**src/rtl/stopwatch_cu_pkg.sv**
```systemverilog
// Shared definitions for the stopwatch control unit: FSM state encoding and default timing.
package stopwatch_cu_pkg;

  typedef enum logic [1:0] {
    StStop  = 2'b00,
    StRun   = 2'b01,
    StClear = 2'b10
  } state_e;

  // 1 kHz sample strobe from a 100 MHz clock, 8 equal samples to accept a level
  localparam int unsigned SampleDivDefault = 100_000;
  localparam int unsigned DbCountDefault   = 8;

endpackage

```
**src/rtl/btn_debounce.sv**
```systemverilog
// Single push-button conditioner: 2-flop synchroniser, sampled debounce and
// rising-edge detect producing one clk-wide press pulse.
module btn_debounce
  import stopwatch_cu_pkg::*;
#(
  parameter int unsigned DB_COUNT = DbCountDefault
) (
  input  logic clk,
  input  logic rst,
  input  logic i_btn,
  input  logic i_sample,
  output logic o_pulse
);

  logic                sync1_q;
  logic                sync2_q;
  logic [DB_COUNT-1:0] shift_q;
  logic                level_q;
  logic                level_d;
  logic                level_d1_q;

  always_ff @(posedge clk or posedge rst) begin
    if (rst) begin
      sync1_q    <= 1'b0;
      sync2_q    <= 1'b0;
      shift_q    <= '0;
      level_q    <= 1'b0;
      level_d1_q <= 1'b0;
    end else begin
      sync1_q <= i_btn;
      sync2_q <= sync1_q;
      if (i_sample) begin
        shift_q <= {shift_q[DB_COUNT-2:0], sync2_q};
      end
      level_q    <= level_d;
      level_d1_q <= level_q;
    end
  end

  // Level only moves on a unanimous sample window; mixed windows hold it.
  always_comb begin
    level_d = level_q;
    if (&shift_q) begin
      level_d = 1'b1;
    end else if (~|shift_q) begin
      level_d = 1'b0;
    end
  end

  assign o_pulse = level_q & ~level_d1_q;

endmodule

```
**src/rtl/stopwatch_cu.sv**
```systemverilog
// Stopwatch control unit: debounces run/stop and clear buttons and drives the
// datapath's run level and clear pulse from a 3-state Moore FSM.
module stopwatch_cu
  import stopwatch_cu_pkg::*;
#(
  parameter int unsigned SAMPLE_DIV = SampleDivDefault,
  parameter int unsigned DB_COUNT   = DbCountDefault
) (
  input  logic       clk,
  input  logic       rst,
  input  logic       i_btn_run,
  input  logic       i_btn_clear,
  output logic       o_run_stop,
  output logic       o_clear,
  output logic [1:0] o_state
);

  localparam int unsigned CntW = (SAMPLE_DIV > 1) ? $clog2(SAMPLE_DIV) : 1;

  logic [CntW-1:0] cnt_q;
  logic            sample;
  logic            run_pulse;
  logic            clear_pulse;
  state_e          state_q;
  state_e          state_d;

  assign sample = (cnt_q == CntW'(SAMPLE_DIV - 1));

  always_ff @(posedge clk or posedge rst) begin
    if (rst) begin
      cnt_q <= '0;
    end else if (sample) begin
      cnt_q <= '0;
    end else begin
      cnt_q <= cnt_q + CntW'(1);
    end
  end

  btn_debounce #(
    .DB_COUNT (DB_COUNT)
  ) u_db_run (
    .clk      (clk),
    .rst      (rst),
    .i_btn    (i_btn_run),
    .i_sample (sample),
    .o_pulse  (run_pulse)
  );

  btn_debounce #(
    .DB_COUNT (DB_COUNT)
  ) u_db_clear (
    .clk      (clk),
    .rst      (rst),
    .i_btn    (i_btn_clear),
    .i_sample (sample),
    .o_pulse  (clear_pulse)
  );

  always_ff @(posedge clk or posedge rst) begin
    if (rst) begin
      state_q <= StStop;
    end else begin
      state_q <= state_d;
    end
  end

  // Clear has priority when stopped; it is ignored while running.
  always_comb begin
    state_d = StStop;
    case (state_q)
      StStop: begin
        if (clear_pulse) begin
          state_d = StClear;
        end else if (run_pulse) begin
          state_d = StRun;
        end else begin
          state_d = StStop;
        end
      end
      StRun:   state_d = run_pulse ? StStop : StRun;
      StClear: state_d = StStop;
      default: state_d = StStop;
    endcase
  end

  always_comb begin
    o_run_stop = (state_q == StRun);
    o_clear    = (state_q == StClear);
    o_state    = state_q;
  end

endmodule

```
**config.mk**
```make
export PLATFORM = sky130hd
export DESIGN_NAME = stopwatch_cu
export DESIGN_NICKNAME = d
export VERILOG_FILES = /design/src/rtl/stopwatch_cu_pkg.sv /design/src/rtl/btn_debounce.sv /design/src/rtl/stopwatch_cu.sv
export SDC_FILE = /design/constraint.sdc
export NUM_CORES = 1
export LEC_CHECK = 0
export BUFFER_PORTS_ARGS = -buffer_cell sky130_fd_sc_hd__buf_4
export CORE_ASPECT_RATIO = 0.75
export CORE_MARGIN = 4
export CORE_UTILIZATION = 59
export CTS_CLUSTER_DIAMETER = 40
export DETAILED_ROUTE_END_ITERATION = 12
export PLACE_DENSITY_LB_ADDON = 0.05
export SLEW_MARGIN = 20
export SYNTH_ARGS = -nofsm -noshare
export SYNTH_HDL_FRONTEND = slang
export SYNTH_SLANG_ARGS = --single-unit
```
**constraint.sdc**
```tcl
create_clock -name clk -period 2.2 [get_ports clk]
set_clock_uncertainty 0.15 [all_clocks]
set_input_delay 0.11 -clock clk [delete_from_list [all_inputs] [get_ports clk]]
set_output_delay 0.11 -clock clk [all_outputs]
set_load 0.03 [all_outputs]
```
==> results.json <==
{
  "synth_commonest_cells": "dfrtp_1 (43), nor2_1 (12), mux2_4 (11), xnor2_1 (10), nand4_1 (8)",
  "cts_max_level": 2,
  "ys_types": 29,
  "yosysTopAreaCell": "dfrtp_1",
  "start_util": 0.622,
  "tns_ns": 0,
  "relSlewSlack": 0.665,
  "dieWidth_um": 72.5,
  "min_period_ns": 2.06,
  "drt_iter0_drc": 67,
  "cts.reportedPaths.clkPinSlew_ns": 0.08,
  "rr_startpoint": "cnt_q[6]",
  "max_freq_mhz": 485,
  "ir_drop_v": 0.000776,
  "timing.hold.ws_ns": 0.209,
  "syn2layout_area_growth_pct": 10.4,
  "tightestPinTransition_ns": 0.495,
  "nets": 164,
  "setup_violations": 0,
  "drive_gt1_frac": 0.213,
  "required_ns": 2.22,
  "critical_path_class": "flip-flop to flip-flop",
  "p_sw_frac": 0.197,
  "ys_top_cells_by_area": "dfrtp_1 (59%), mux2_4 (9.0%), xnor2_1 (4.8%)",
  "grt_use_met1": 0.246,
  "clk_path_buf_depth": 2,
  "syn-num-nets": 147,
  "grt_use_total": 0.164,
  "grt_overflow": 0,
  "grt_util_met2": 0.227,
  "critical_path.startpoint": "cnt_q[6]",
  "postLayoutCoreUtil": 0.686,
  "insertion_delay_ns": 0.28,
  "met3_usage": 0.0483,
  "synthesis.area_sq_um": 1840,
  "r2r_slack_ns": 0.14,
  "r2r_end": "u_db_run.shift_q[7]",
  "hold_viol_final": 0,
  "slowest_delay_ns": 0.51,
  "reg2reg_depth": 3,
  "ant_nets": 0,
  "wl_um": 2910,
  "grt_pass1_vias": 1078,
  "cts_buffers": 5,
  "std_cell_rows": 17,
  "clock_sinks": 43,
  "drc_errors": 0,
  "power_frac_comb": 0.018,
  "grt_pass1_wl_um": 5100,
  "n_antenna_cell": 0,
  "period_share": 0.938,
  "antenna_found_initial": 0,
  "cts_root_buf": "clkbuf_8",
  "cts_tree": "done",
  "ys_seq_area_frac": 0.585,
  "status": "completed",
  "switching_power_w": 0.000252,
  "firstDrtPassIters": 4,
  "dieArea_sq_um": 4080,
  "globalplace.congestion": 0.768,
  "coreArea_sq_um": 2960,
  "ys_seq_elements": 43,
  "synthArstFlopShare": 1.00,
  "routedWlPerCell_um": 14.7,
  "syn_avg_cell_area_sq_um": 12.9,
  "finalPower_w": 0.00128,
  "rsz0062_at_grt": "false",
  "syn_inst": 142,
  "startpoint_type": "flip-flop",
  "cp-end-kind": "flip-flop",
  "maxCapViolCount": 0,
  "final_cells": 198,
  "slowest_stage": "nor4b_1",
  "port_buffers": 7,
  "place_inst": 187,
  "synth_top_area_frac": 0.585,
  "fillers": 217,
  "power.density_nw_per_um2": 629,
  "io_pins": 8,
  "hold_class": "flip-flop to flip-flop",
  "drv_slew": 0,
  "hpwlAfterDp_um": 2030,
  "vias": 1089,
  "synth_edf_count": 0,
  "synth.most_common_cell": "dfrtp_1",
  "arrival_ns": 2.08,
  "cp_max_fo": 7,
  "worstSetupEndpoint": "u_db_run.shift_q[7]",
  "yosysWarnings": 0,
  "cts_setup_buffers": 0,
  "grt_max_degree": 44,
  "busiest_layer": "met1",
  "synth_ff_type": "dfrtp_1",
  "p_clk_frac": 0.359,
  "intPower_w": 0.00102,
  "path_cells": "nor4b_1 -> and4_1 -> mux2_2",
  "cts.repair.resized": 0,
  "vias_per_cell": 5.50,
  "pwr-share-seq": 0.623,
  "power_leakage_nw": 0.982,
  "fp.dieH_um": 56.3
}
critical path, delay by kind of cell (launching register included):
kind	cells	cell delay, ns
flops	1	0.44
mux	1	0.38
simple gates	2	0.98
layout by cell type (no fill, tap or decap), types with 3 or more instances in the layout:
cell / count
nand4_1: 8
xor2_1: 5
xnor2_1: 10
mux2_2: 5
buf_4: 10
mux2_4: 11
inv_1: 4
nor4_1: 4
clkbuf_8: 5
nand3_1: 6
dfrtp_1: 43
dlygate4sd3_1: 3
nor3_1: 5
nor2_1: 12
nand2_1: 5
nor2b_1: 3
sequential cells by signal, indices dropped and copies added (netlist names):
register,count
cnt_q,17
u_db_clear.level_d1_q,1
u_db_run.sync1_q,1
u_db_run.level_d1_q,1
u_db_clear.sync2_q,1
u_db_run.sync2_q,1
u_db_clear.level_q,1
u_db_run.level_q,1
u_db_clear.shift_q,8
u_db_clear.sync1_q,1
u_db_run.shift_q,8
o_state,2
power by group through the flow:
stage | Sequential, W | Clock [W] | Combinational [W]
finish | 0.000795 | 0.000458 | 0.0000235
detailed placement | 0.000810 | 0 | 0.0000207
CTS | 0.000794 | 0.000475 | 0.0000249
global route | 0.000795 | 0.000520 | 0.0000282
floorplan | 0.000810 | 0 | 0.0000117
global placement | 0.000810 | 0 | 0.0000204
timing repair:
item / in CTS / in global routing
endpoints found under the setup margin: 0 / 0
hold buffers: 3 / 0
hold endpoints to repair: 45 / 0
cell type report:
type | instances | area, sq um | share of cell area
Tap cell | 38 | 47.5 | 0.0234
Inverter | 4 | 15.0 | 0.00740
Clock buffer | 7 | 76.3 | 0.0376
Timing Repair Buffer | 13 | 105 | 0.0518
Multi-Input combinational cell | 92 | 704 | 0.347
Sequential cell | 43 | 1080 | 0.530
Clock inverter | 1 | 5.00 | 0.00247
through the flow:
stage | area (sq um) | worst slack, ns
2_1_floorplan | 1840 | 0.410
3_3_place_gp | 1920 | 0.201
3_5_place_dp | 1920 | 0.157
4_1_cts | 2030 | 0.126
5_1_grt | 2030 | 0.00544
6_report | 2030 | 0.137
worst min-delay path by stage:
stage                     slack, ns              from                  to  depth (start not counted)
after floorplan              -0.009       i_btn_clear  u_db_clear.sync1_q                          0
after global placement         0.07         i_btn_run    u_db_run.sync1_q                          1
after detailed placement       0.07         i_btn_run    u_db_run.sync1_q                          1
after CTS                      0.21  u_db_run.sync1_q    u_db_run.sync2_q                          0
after global routing           0.23  u_db_run.sync1_q    u_db_run.sync2_q                          0
final                          0.21  u_db_run.sync1_q    u_db_run.sync2_q                          0
cells by family (layout without fill, tap and decap cells):
| group | after synthesis | in the layout | share of synthesized area |
|---|---|---|---|
| flops | 43 | 43 | 0.585 |
| xor+xnor | 15 | 15 | 0.0715 |
| buf+inv | 7 | 25 | 0.0313 |
| simple gates | 55 | 55 | 0.167 |
| mux | 16 | 16 | 0.120 |
| fa+ha+maj | 1 | 1 | 0.00681 |
| compound gates | 5 | 5 | 0.0177 |
layer usage:
layer	part of all wire	wire length, um
met1	0.51	1490
met2	0.44	1290
met3	0.038	112
met4	0.0065	19
met5	0	0
Note: power is estimated with default switching activity, not from simulation.
